[config.mk]
export PLATFORM = sky130hd
export DESIGN_NAME = pll_reset_seq
export DESIGN_NICKNAME = d
export VERILOG_FILES = /design/src/rtl/pll_seq_pkg.sv /design/src/rtl/sync_2ff.sv /design/src/rtl/pll_reset_seq.sv
export SDC_FILE = /design/constraint.sdc
export NUM_CORES = 1
export LEC_CHECK = 0
export ABC_CLOCK_PERIOD_IN_PS = 2760
export CAP_MARGIN = 15
export CELL_PAD_IN_SITES_DETAIL_PLACEMENT = 1
export CELL_PAD_IN_SITES_GLOBAL_PLACEMENT = 2
export CORE_MARGIN = 2
export CORE_UTILIZATION = 40
export DETAILED_ROUTE_END_ITERATION = 12
export DONT_BUFFER_PORTS = 1
export GPL_TIMING_DRIVEN = 0
export PLACE_DENSITY = 0.78
export SYNTH_ARGS = -nofsm -noshare
export SYNTH_HDL_FRONTEND = slang
export SYNTH_SLANG_ARGS = --single-unit
[constraint.sdc]
create_clock -name clkin -period 2.76 [get_ports clkin]
set_input_delay 0.414 -clock clkin [delete_from_list [all_inputs] [get_ports clkin]]
set_output_delay 0.414 -clock clkin [all_outputs]
set_load 0.02 [all_outputs]
[src/rtl/pll_seq_pkg.sv]
// Shared types and helpers for the PLL reset sequencer.
package pll_seq_pkg;

    // Sequencer states; the numeric codes are visible on state_dbg.
    typedef enum logic [2:0] {
        S_RESET     = 3'd0,
        S_WAIT_LOCK = 3'd1,
        S_STABLE    = 3'd2,
        S_RUN       = 3'd3,
        S_FAULT     = 3'd4
    } state_t;

    // Smallest width w such that 2**w >= value, never less than 1.
    function automatic int clog2(input int value);
        int result;
        result = 0;
        for (int i = 0; i < 31; i++) begin
            if ((longint'(1) << i) < longint'(value)) begin
                result = i + 1;
            end
        end
        if (result < 1) begin
            result = 1;
        end
        return result;
    endfunction

    // Largest of three cycle counts, used to size the shared counter.
    function automatic int max3(input int a, input int b, input int c);
        int m;
        m = a;
        if (b > m) begin
            m = b;
        end
        if (c > m) begin
            m = c;
        end
        return m;
    endfunction

endpackage

[src/rtl/sync_2ff.sv]
// Two-flop synchroniser bringing an asynchronous level into the clk domain.
module sync_2ff (
    input  logic clk,
    input  logic rst,
    input  logic d,
    output logic q
);

    logic meta;

    // First flop may go metastable; second flop gives it a full cycle to settle.
    always_ff @(posedge clk or posedge rst) begin
        if (rst) begin
            meta <= 1'b0;
            q    <= 1'b0;
        end else begin
            meta <= d;
            q    <= meta;
        end
    end

endmodule

[src/rtl/pll_reset_seq.sv]
// Power-up and recovery sequencer for the board PLL: pulses PLL reset, waits
// for lock with a timeout, qualifies lock as stable, then releases sys_rst.
// Repeated lock timeouts latch a fault until relock_req.
module pll_reset_seq
    import pll_seq_pkg::*;
#(
    parameter int RST_CYCLES   = 50,
    parameter int LOCK_TIMEOUT = 50000,
    parameter int LOCK_STABLE  = 1024,
    parameter int MAX_RETRY    = 3
) (
    input  logic       clkin,
    input  logic       reset,
    input  logic       pll_lock,
    input  logic       relock_req,
    output logic       pll_reset,
    output logic       sys_rst,
    output logic       ready,
    output logic       fault,
    output logic       lock_lost,
    output logic [1:0] retry_cnt,
    output logic [2:0] state_dbg
);

    localparam int CNT_W = clog2(max3(RST_CYCLES, LOCK_TIMEOUT, LOCK_STABLE) + 1);

    // Terminal counts: the counter starts at 0 on state entry, so the last
    // cycle of an N-cycle window is count N-1.
    localparam logic [CNT_W-1:0] RST_LAST     = CNT_W'(RST_CYCLES - 1);
    localparam logic [CNT_W-1:0] TIMEOUT_LAST = CNT_W'(LOCK_TIMEOUT - 1);
    localparam logic [CNT_W-1:0] STABLE_LAST  = CNT_W'(LOCK_STABLE - 1);
    localparam logic [1:0]       RETRY_MAX    = 2'(MAX_RETRY);

    state_t           state;
    state_t           state_nxt;
    logic [CNT_W-1:0] cnt;
    logic [CNT_W-1:0] cnt_nxt;
    logic [1:0]       retry_nxt;
    logic             lost_nxt;
    logic             lock_s;

    sync_2ff u_lock_sync (
        .clk (clkin),
        .rst (reset),
        .d   (pll_lock),
        .q   (lock_s)
    );

    assign state_dbg = state;

    // Next-state, retry and lock-loss decisions; relock_req overrides everything.
    always_comb begin
        state_nxt = state;
        retry_nxt = retry_cnt;
        lost_nxt  = 1'b0;

        if (relock_req) begin
            state_nxt = S_RESET;
            retry_nxt = '0;
        end else begin
            case (state)
                S_RESET: begin
                    if (cnt == RST_LAST) begin
                        state_nxt = S_WAIT_LOCK;
                    end
                end
                S_WAIT_LOCK: begin
                    if (lock_s) begin
                        state_nxt = S_STABLE;
                    end else if (cnt == TIMEOUT_LAST) begin
                        if (retry_cnt == RETRY_MAX) begin
                            state_nxt = S_FAULT;
                        end else begin
                            state_nxt = S_RESET;
                            retry_nxt = retry_cnt + 2'd1;
                        end
                    end
                end
                S_STABLE: begin
                    if (!lock_s) begin
                        state_nxt = S_WAIT_LOCK;
                    end else if (cnt == STABLE_LAST) begin
                        state_nxt = S_RUN;
                    end
                end
                S_RUN: begin
                    if (!lock_s) begin
                        state_nxt = S_RESET;
                        lost_nxt  = 1'b1;
                    end
                end
                S_FAULT: begin
                    state_nxt = S_FAULT;
                end
                default: begin
                    state_nxt = S_RESET;
                end
            endcase
        end

        if (state_nxt == S_RUN) begin
            retry_nxt = '0;
        end
    end

    // Shared cycle counter: cleared on any transition or relock, otherwise
    // advances only in the states that time something.
    always_comb begin
        cnt_nxt = cnt;
        if (relock_req || (state_nxt != state)) begin
            cnt_nxt = '0;
        end else if ((state == S_RESET) || (state == S_WAIT_LOCK) || (state == S_STABLE)) begin
            cnt_nxt = cnt + CNT_W'(1);
        end
    end

    // State, counter and registered outputs; outputs decode the next state so
    // they change on the same edge as the state itself.
    always_ff @(posedge clkin or posedge reset) begin
        if (reset) begin
            state     <= S_RESET;
            cnt       <= '0;
            retry_cnt <= '0;
            pll_reset <= 1'b1;
            sys_rst   <= 1'b1;
            ready     <= 1'b0;
            fault     <= 1'b0;
            lock_lost <= 1'b0;
        end else begin
            state     <= state_nxt;
            cnt       <= cnt_nxt;
            retry_cnt <= retry_nxt;
            pll_reset <= (state_nxt == S_RESET) || (state_nxt == S_FAULT);
            sys_rst   <= (state_nxt != S_RUN);
            ready     <= (state_nxt == S_RUN);
            fault     <= (state_nxt == S_FAULT);
            lock_lost <= lost_nxt;
        end
    end

endmodule
==> results of run 1 <==
==> Yosys cell counts, drive strengths merged <==
| library cell | n | area, sq um |
|---|---|---|
| dfrtp | 26 | 651 |
| nand4bb | 1 | 16.3 |
| nand3b | 2 | 15.0 |
| nor4 | 2 | 27.5 |
| inv | 5 | 18.8 |
| nor3 | 13 | 65.1 |
| or4b | 1 | 10.0 |
| mux2i | 1 | 10.0 |
| or4 | 1 | 7.51 |
| o41ai | 1 | 8.76 |
| xor2 | 12 | 105 |
| nand2 | 9 | 33.8 |
| a311o | 1 | 11.3 |
| ha | 3 | 37.5 |
| and3 | 2 | 12.5 |
| a31o | 1 | 8.76 |
| nor2b | 2 | 12.5 |
| o21bai | 1 | 7.51 |
| nor2 | 14 | 52.6 |
| and2 | 3 | 20.0 |
| a31oi | 1 | 6.26 |
| xnor2 | 5 | 43.8 |
| clkbuf | 1 | 3.75 |
| dfstp | 2 | 52.6 |
| nor3b | 1 | 7.51 |
| or4bb | 1 | 11.3 |
| a32oi | 2 | 17.5 |
| nor4b | 3 | 26.3 |
| buf | 2 | 15.0 |
| nand3 | 4 | 20.0 |
| a21boi | 1 | 11.3 |
| a21oi | 4 | 31.3 |
| nand2b | 2 | 12.5 |
| and4 | 1 | 8.76 |
| nand4 | 4 | 25.0 |
==> stage by stage <==
step	area, sq um	hold WS [ns]	power, W	std cells
after floorplan	1420	0.331	0.000453	135
after global placement	1480	0.332	0.000461	181
after detailed placement	1480	0.348	0.000462	181
after CTS	1530	0.0651	0.000739	185
after global routing	1570	0.0403	0.000768	187
final	1570	0.0649	0.000740	187
==> layout make-up <==
class,count,area [sq um],area share [%]
clock inverters,1,30.0,1.91
repair buffers,2,37.5,2.39
well taps,46,57.6,3.66
clock buffers,3,22.5,1.43
inverters,5,18.8,1.19
flip-flops and latches,28,703,44.7
multi-input cells,99,683,43.5
plain buffers,3,18.8,1.19
==> cells by family (layout without fill, tap and decap cells) <==
family                   count (synthesis)  after routing
AND/OR/NAND/NOR                         66             66
AO/OA/AOI/OAI                           12             12
flip-flops                              28             28
XOR/XNOR                                17             17
buffers and inverters                    8             14
adder cells (fa/ha/maj)                  3              3
multiplexers                             1              1
==> flip-flops by register name, indices dropped and copies added, names as in the netlist <==
signal,count
cnt,16
fault,1
lock_lost,1
pll_reset,1
ready,1
retry_cnt,2
state_dbg,3
sys_rst,1
u_lock_sync.meta,1
u_lock_sync.q,1
==> worst paths after layout <==
check | from | to | slack (ns)
setup reg to reg | cnt[12]$_DFFE_PP0P_ | cnt[1]$_DFFE_PP0P_ | 0.49
setup / recovery | cnt[12]$_DFFE_PP0P_ | cnt[1]$_DFFE_PP0P_ | 0.49
max in group asynchronous | reset | sys_rst$_DFF_PP1_ | 1.79
min in group asynchronous | reset | u_lock_sync.meta$_DFF_PP0_ | 0.46
hold reg to reg | u_lock_sync.meta$_DFF_PP0_ | u_lock_sync.q$_DFF_PP0_ | 0.38
hold / removal | pll_lock | u_lock_sync.meta$_DFF_PP0_ | 0.06
==> timing repair <==
| action | 4_1_cts | 5_1_grt |
|---|---|---|
| setup buffers | 0 | 0 |
| endpoints found under the hold margin | 0 | 6 |
| hold buffers | 0 | 1 |
| setup endpoints to repair | 0 | 0 |
==> metal layers <==
metal	GRT usage, %	part of all wire [%]	up-vias
li1	-	-	490
met1	23.2	50	518
met2	26.2	46	16
met3	2.14	2.3	5
met4	5.16	1.7	0
met5	0	0	-
==> worst max-delay path: cells and delay by family (launching register included) <==
kind	cells	cell delay [ns]
AO/OA/AOI/OAI	2	0.76
flip-flops	1	0.46
AND/OR/NAND/NOR	3	0.93
==> where the power goes <==
group	leakage [nW]	internal, W	switching (W)	total [W]
Clock	0.0279	0.000147	0.000133	0.000280
Sequential	0.377	0.000416	0.00000597	0.000422
Combinational	0.251	0.0000162	0.0000220	0.0000381
Total	0.656	0.000579	0.000160	0.000740
==> results.sh, run 1 <==
export IMPL_hold_depth=0
export IMPL_critPathMaxFanout=9
export IMPL_die_x_um=63.7
export IMPL_final_core_util_pct=46.4
export IMPL_cts_resized=0
export IMPL_die_h_um=63.7
export IMPL_leakage_nw=0.656
export IMPL_avgViaCountPerCell=5.50
export IMPL_fin_skew_ns=0.00441
export IMPL_drt_initial_drc_count=38
export IMPL_drive_gt1_share_pct=11.3
export IMPL_synthXorXnorAreaFrac_pct=10.5
export IMPL_pin_count=14
export IMPL_htree_num_levels=1
export IMPL_insertion_delay_ns=0.35
export IMPL_area_delta_synth_final_pct=10.4
export IMPL_design_core_area_sq_um=3390
export IMPL_clock_tree_root_cell="clkbuf_4"
export IMPL_path_cells="or4_1 -> o41ai_1 -> nand3b_1 -> a21oi_4 -> nor3b_1"
export IMPL_min_period_over_period_pct=82.1
export IMPL_start_util_pct=42.0
export IMPL_route_detailed_drc=0
export IMPL_die_area_sq_um=4050
export IMPL_power_density_nw_per_um2=471
export IMPL_r2r_cells=5
export IMPL_drtAntennaViolNets=0
export IMPL_cts_tree="yes"
export IMPL_rsz0062_at_grt="false"
export IMPL_drv_slew=0
export IMPL_worst_pin_slew_ns=0.672
export IMPL_synth_fa_ha_area_share_pct=2.64
export IMPL_irDropWorstVdd_mv=0.187
export IMPL_grt_pass1_wl_mm=5.25
export IMPL_grt_max_degree=29
export IMPL_gp_congestion=0.795
export IMPL_synth_compound_area_share_pct=7.21
export IMPL_dp_hpwl_mm=2.22
export IMPL_synth_area_per_cell_sq_um=10.5
export IMPL_post_place_ws_ns=0.524
export IMPL_antenna_found_initial=0
export IMPL_io_buffers=0
export IMPL_fmax_ghz=0.441
export IMPL_min_period_ns=2.27
export IMPL_nNetsFinal=149
export IMPL_grt_overflow=0
export IMPL_syn_area_sq_um=1420
export IMPL_status="completed"
export IMPL_grt_use_total_pct=16.4
export IMPL_max_slew_margin_pct=54.6
export IMPL_grt_pass1_vias=1046
export IMPL_cp_arrival_ns=2.50
export IMPL_synthMuxAreaShare_pct=0.703
export IMPL_cpMaxStageDelayCell="or4_1"
export IMPL_cp_required_ns=3.00
export IMPL_critPathCaptureType="flop"
export IMPL_yosys_warnings=0
export IMPL_crit_type="flop to flop"
export IMPL_final_setup_tns_ns=0
export IMPL_hold_viol=0
export IMPL_synth_nets=142
export IMPL_setup_ws_ns=0.495
export IMPL_drv_cap=0
export IMPL_final_common_cell="dfrtp_1"
export IMPL_rows=21
export IMPL_cts_made_buffers=3
export IMPL_start_kind="flop"
export IMPL_cts_sinks=28
export IMPL_synth_top_family_by_area="simple AND/OR/NAND/NOR gates"
export IMPL_synthCells=135
export IMPL_drtPass1Iterations=4
export IMPL_setup_viol=0
export IMPL_synth_simple_gate_area_share_pct=27.0
export IMPL_wire_per_inst_um=16.5
export IMPL_hp_class="input pin to flop"
export IMPL_drt_total_wl_mm=3.09
export IMPL_ys_ff_latch=28
export IMPL_clockBufferDepth=2
export IMPL_yosysSeqAreaShare_pct=49.4
export IMPL_route_vias_total=1029
export IMPL_cpPeakStageDelay_ns=0.58
export IMPL_clk_pin_slew_ns=0.16
export IMPL_synth_distinct_cells=39
export IMPL_fill_cells=367
export IMPL_mostFrequentLayoutCells="26 x dfrtp_1, 14 x nor2_1, 13 x nor3_1"
export IMPL_num_antenna_cells=0
Power figures use the tool's default switching activity.
==> run 2, diff against run 1 <==
- ABC_CLOCK_PERIOD_IN_PS: 2760 -> 1840
- CORE_UTILIZATION: 40 -> 36
- PLACE_DENSITY: 0.78 -> 0.74
- clock period: 2.76 -> 1.84 ns (I/O delays scaled with it)
==> run 2 against run 1 <==
Effect of this change:
- the run now ends with negative setup slack left
- sequential share of layout area down 5.9 points
- count of clock-buffer cells in the layout grew 1
- via count is 7.0% higher
- die area increased by 10%
- non-clock buffer count is 14 higher
- critical path type unchanged
==> results.sh, run 2 (synthesis gave the netlist of run 1 again) <==
export IMPL_route_detailed_drc=0
export IMPL_cp_required_ns=2.01
export IMPL_insertion_delay_ns=0.27
export IMPL_irDropWorstVdd_mv=0.331
export IMPL_fin_skew_ns=0.00450
export IMPL_status="finished with violations"
export IMPL_r2r_cells=6
export IMPL_wire_per_inst_um=17.1
export IMPL_max_slew_margin_pct=62.0
export IMPL_route_vias_total=1101
export IMPL_min_period_ns=1.98
export IMPL_met3WireLength_um=92
export IMPL_met2_length_mm=1.81
export IMPL_drv_slew=0
export IMPL_antenna_found_initial=0
export IMPL_final_area_sq_um=1820
export IMPL_top_register="cnt"
export IMPL_io_buffers=0
export IMPL_fmax_ghz=0.505
export IMPL_drtAntennaViolNets=0
export IMPL_largest_reg_flops=16
export IMPL_grt_overflow=0
export IMPL_drtPass1Iterations=4
export IMPL_leakage_nw=0.781
export IMPL_cts_made_buffers=3
export IMPL_start_util_pct=38.0
export IMPL_timing_reg2reg_setup_slack_ns=-0.14
export IMPL_final_common_cell="dfrtp_1"
export IMPL_setup_ws_ns=-0.138
export IMPL_pin_count=14
export IMPL_worst_pin_slew_ns=0.562
export IMPL_setup_viol=22
export IMPL_clockBufferDepth=2
export IMPL_dp_cells=183
export IMPL_die_h_um=66.9
export IMPL_cp_arrival_ns=2.15
export IMPL_fill_cells=420
export IMPL_whs_ns=0.0271
export IMPL_num_antenna_cells=0
export IMPL_gp_congestion=0.779
export IMPL_cp_endpoint="cnt[9]$_DFFE_PP0P_"
export IMPL_final_setup_tns_ns=-2.26
export IMPL_hp_class="input pin to flop"
export IMPL_clk_pin_slew_ns=0.09
export IMPL_timing_rr_start="cnt[12]$_DFFE_PP0P_"
export IMPL_htree_num_levels=1
export IMPL_drive_gt1_share_pct=30.3
export IMPL_rows=22
export IMPL_crit_type="flop to flop"
export IMPL_drt_initial_drc_count=51
export IMPL_die_x_um=66.9
export IMPL_avgViaCountPerCell=5.42
export IMPL_placed_cell_area_sq_um=1490
export IMPL_area_delta_synth_final_pct=27.7
export IMPL_grt_max_degree=29
export IMPL_final_cells=203
export IMPL_mostFrequentLayoutCells="24 x dfrtp_1, 13 x buf_4, 12 x nor2_1, 12 x xor2_1"
export IMPL_drt_total_wl_mm=3.47
export IMPL_die_area_sq_um=4470
export IMPL_grt_use_total_pct=17.3
export IMPL_critPathMaxFanout=9
export IMPL_min_from="pll_lock"
export IMPL_cts_sinks=28
export IMPL_multi_input_area_sq_um=805
export IMPL_seq_area_sq_um=706
export IMPL_violations="negative setup slack"
export IMPL_grt_pass1_vias=1177
export IMPL_min_period_over_period_pct=108
export IMPL_clock_tree_root_cell="clkbuf_8"
export IMPL_dp_hpwl_mm=2.29
export IMPL_nNetsFinal=163
export IMPL_design_core_area_sq_um=3740
export IMPL_cts_tree="yes"
export IMPL_crit_path_start="cnt[12]$_DFFE_PP0P_"
export IMPL_critPathCaptureType="flop"
export IMPL_r2r_end="cnt[9]$_DFFE_PP0P_"
export IMPL_start_kind="flop"
export IMPL_drv_cap=0
export IMPL_power_density_nw_per_um2=593
export IMPL_rsz0062_at_grt="true"
export IMPL_wl_met1_mm=1.55
export IMPL_hold_viol=0
export IMPL_grt_pass1_wl_mm=5.80
export IMPL_highest_layer="met4"
-- run 2: changes by cell type in the layout (fill, tap and decap cells not counted), sizes merged --
cell    before  now
bufinv       1    0
clkbuf       4    5
buf          3   17
-- run 2: per-stage QoR --
step                worst slack (ns)  power, W  util, %
floorplan                    -0.0353  0.000679        -
global placement              -0.270  0.000691     39.7
detailed placement            -0.286  0.000694     39.7
CTS                           -0.128   0.00108     45.1
global route                  -0.235   0.00113     48.6
finish                        -0.138   0.00108     48.6
-- run 2: final cells by class --
type	count	share of cell area, %
multi-input combinational	99	44.3
sequential	28	38.8
timing repair buffer	16	8.53
tap	48	3.30
clock buffer	4	3.03
buffer	3	1.03
inverter	5	1.03
-- run 2: worst min path at each step --
| stage | endpoint | slack (ns) | cells past startpoint |
|---|---|---|---|
| after global placement | u_lock_sync.meta$_DFF_PP0_ | 0.31 | 0 |
| after CTS | u_lock_sync.meta$_DFF_PP0_ | 0.02 | 0 |
| after global routing | u_lock_sync.meta$_DFF_PP0_ | 0.004 | 0 |
| final | u_lock_sync.meta$_DFF_PP0_ | 0.03 | 0 |
| after detailed placement | u_lock_sync.meta$_DFF_PP0_ | 0.31 | 0 |
| after floorplan | u_lock_sync.meta$_DFF_PP0_ | 0.31 | 0 |
-- run 2: power by group --
group | internal (W) | leakage (nW) | total (W) | switching, W
Clock | 0.000191 | 0.0288 | 0.000376 | 0.000184
Sequential | 0.000623 | 0.374 | 0.000634 | 0.0000111
Combinational | 0.0000308 | 0.378 | 0.0000678 | 0.0000369
Total | 0.000845 | 0.781 | 0.00108 | 0.000232
-- run 2: worst max-delay path, stage by stage (launching register included) --
cell	delay (ns)
dfrtp_1	0.42
or4_4	0.59
o41ai_4	0.24
nand3b_1	0.23
a21oi_4	0.21
buf_12	0.14
nor3_1	0.06
-- run 2: routing by layer --
layer  vias up  global-route usage [%]
li1        520                       -
met4         0                    3.57
met5         -                       0
met3         2                    3.21
met2        16                    30.5
met1       563                    22.0
-- run 2: timing repair --
item                                    in CTS  in global routing
resized for setup                           11                 12
hold buffers                                 0                  1
setup buffers                               10                  3
gates cloned                                 0                  1
endpoints found under the hold margin        0                  5
pin swaps                                    6                  5
endpoints found under the setup margin      22                 24
==> run 3, diff against run 2 <==
- CORE_MARGIN: 2 -> 8
- HOLD_SLACK_MARGIN: default -> 0.05
==> run 3 against run 2 <==
Effect of this change:
- the flow still finishes with violations (negative setup slack)
- via count up 0.73%
- count of clock-buffer cells in the layout unchanged
- largest cell class unchanged
- hold slack better by 0.31 ns
==> results.sh, run 3 (synthesis gave the netlist of run 1 again) <==
export IMPL_power_density_nw_per_um2=584
export IMPL_status="finished with violations"
export IMPL_drt_total_wl_mm=3.72
export IMPL_wire_per_inst_um=18.0
export IMPL_cpMaxStageDelayCell="or4bb_1"
export IMPL_min_period_over_period_pct=108
export IMPL_drtAntennaViolNets=0
export IMPL_grt_use_total_pct=12.1
export IMPL_area_delta_synth_final_pct=31.3
export IMPL_fill_cells=458
export IMPL_worst_pin_slew_ns=0.633
export IMPL_die_x_um=78.9
export IMPL_power_w=0.00109
export IMPL_whs_ns=0.334
export IMPL_cts_tree="yes"
export IMPL_drive_gt1_share_pct=31.8
export IMPL_hold_depth=2
export IMPL_grt_overflow=0
export IMPL_min_from="relock_req"
export IMPL_gp_congestion=0.790
export IMPL_critPathCaptureType="flop"
export IMPL_setup_viol=21
export IMPL_final_common_cell="dfrtp_1"
export IMPL_critPathMaxFanout=9
export IMPL_io_buffers=0
export IMPL_route_vias_total=1109
export IMPL_hp_class="input pin to flop"
export IMPL_grt_pass1_vias=1220
export IMPL_mostFrequentLayoutCells="23 x dfrtp_1, 13 x nor2_1, 13 x buf_4"
export IMPL_cts_sinks=28
export IMPL_die_area_sq_um=6220
export IMPL_path_cells="or4bb_1 -> nor4_4 -> nand2b_4 -> a31o_4 -> buf_8 -> nor2_1"
export IMPL_final_cells=207
export IMPL_drv_cap=0
export IMPL_design_core_area_sq_um=3910
export IMPL_grt_pass1_wl_mm=5.99
export IMPL_route_detailed_drc=0
export IMPL_timing_reg2reg_setup_slack_ns=-0.14
export IMPL_r2r_cells=6
export IMPL_rsz0062_at_grt="true"
export IMPL_r2r_end="cnt[15]$_DFFE_PP0P_"
export IMPL_min_period_ns=1.98
export IMPL_irDropWorstVdd_mv=0.503
export IMPL_timing_rr_start="cnt[7]$_DFFE_PP0P_"
export IMPL_avgViaCountPerCell=5.36
export IMPL_num_antenna_cells=0
export IMPL_violations="negative setup slack"
export IMPL_clockBufferDepth=2
export IMPL_crit_type="flop to flop"
export IMPL_drtPass1Iterations=4
export IMPL_top_register="cnt"
export IMPL_cpPeakStageDelay_ns=0.53
export IMPL_htree_num_levels=1
export IMPL_drv_slew=0
export IMPL_fmax_ghz=0.505
export IMPL_start_kind="flop"
export IMPL_drt_initial_drc_count=36
export IMPL_die_h_um=78.9
export IMPL_rows=23
export IMPL_cp_arrival_ns=2.16
export IMPL_nNetsFinal=165
export IMPL_dp_hpwl_mm=2.34
export IMPL_post_place_ws_ns=-0.311
export IMPL_pin_count=14
export IMPL_hold_viol=0
export IMPL_cts_made_buffers=3
export IMPL_max_slew_margin_pct=57.2
export IMPL_setup_ws_ns=-0.141
export IMPL_clock_tree_root_cell="clkbuf_8"
export IMPL_dp_cells=185
export IMPL_leakage_nw=0.770
export IMPL_largest_reg_flops=16
export IMPL_insertion_delay_ns=0.28
export IMPL_grt_max_degree=29
export IMPL_start_util_pct=36.4
export IMPL_clk_pin_slew_ns=0.10
export IMPL_whs_endpoint="state_dbg[2]$_DFF_PP0_"
export IMPL_cp_required_ns=2.02
export IMPL_fin_skew_ns=0.00338
export IMPL_antenna_found_initial=0
run 3: cell types whose count changed in the layout (fill, tap and decap cells not counted), sizes merged:
cell         before  now
clkbuf            5    6
dlygate4sd3       1    2
run 3: report_power, final:
group	switching, W	total (W)	internal (W)
logic	0.0000362	0.0000688	0.0000326
clock network	0.000199	0.000391	0.000192
registers	0.0000100	0.000633	0.000623
run 3: metrics by stage:
step	util, %	TNS [ns]	instance area [sq um]
final	47.8	-2.28	1870
after floorplan	-	-0.257	1430
after global routing	47.8	-3.30	1870
after CTS	45.2	-1.48	1770
after global placement	38.1	-4.62	1490
after detailed placement	38.1	-4.84	1490
run 3: final cells by class:
type	instances	area [sq um]	area share (%)
Tap cell	50	62.6	3.35
Sequential cell	28	707	37.8
Clock buffer	4	55.1	2.95
Buffer	3	22.5	1.20
Multi-Input combinational cell	99	813	43.5
Timing Repair Buffer	18	190	10.2
Inverter	5	18.8	1.00
run 3: worst max path at each step:
stage | slack (ns) | to | cells after the start | startpoint
global route | -0.20 | cnt[15]$_DFFE_PP0P_ | 7 | cnt[13]$_DFFE_PP0P_
CTS | -0.09 | cnt[9]$_DFFE_PP0P_ | 6 | state_dbg[0]$_DFF_PP0_
detailed placement | -0.31 | cnt[1]$_DFFE_PP0P_ | 6 | cnt[5]$_DFFE_PP0P_
floorplan | -0.04 | cnt[0]$_DFFE_PP0P_ | 6 | cnt[5]$_DFFE_PP0P_
global placement | -0.27 | cnt[9]$_DFFE_PP0P_ | 6 | cnt[5]$_DFFE_PP0P_
finish | -0.14 | cnt[15]$_DFFE_PP0P_ | 6 | cnt[7]$_DFFE_PP0P_
run 3: layer usage:
metal	up-vias	track usage (%)	share of wire [%]
met3	5	3.16	4.2
met5	-	0	0
met1	568	13.5	42
met2	15	21.1	53
met4	0	5.19	1.5
li1	521	-	-
run 3: timing repair:
item / 4_1_cts / 5_1_grt
endpoints found under the hold margin: 1 / 11
buffers inserted: 12 / 2
pin swaps: 9 / 5
hold buffers: 1 / 1
gates resized for setup: 17 / 11
gates cloned: 1 / 0
endpoints found under the setup margin: 22 / 22
run 3: worst max-delay path: cells and delay by family, from the launching register on:
kind | cells | cell delay [ns]
simple gates | 4 | 1.17
buf+inv | 1 | 0.12
compound gates | 1 | 0.15
flops | 1 | 0.42
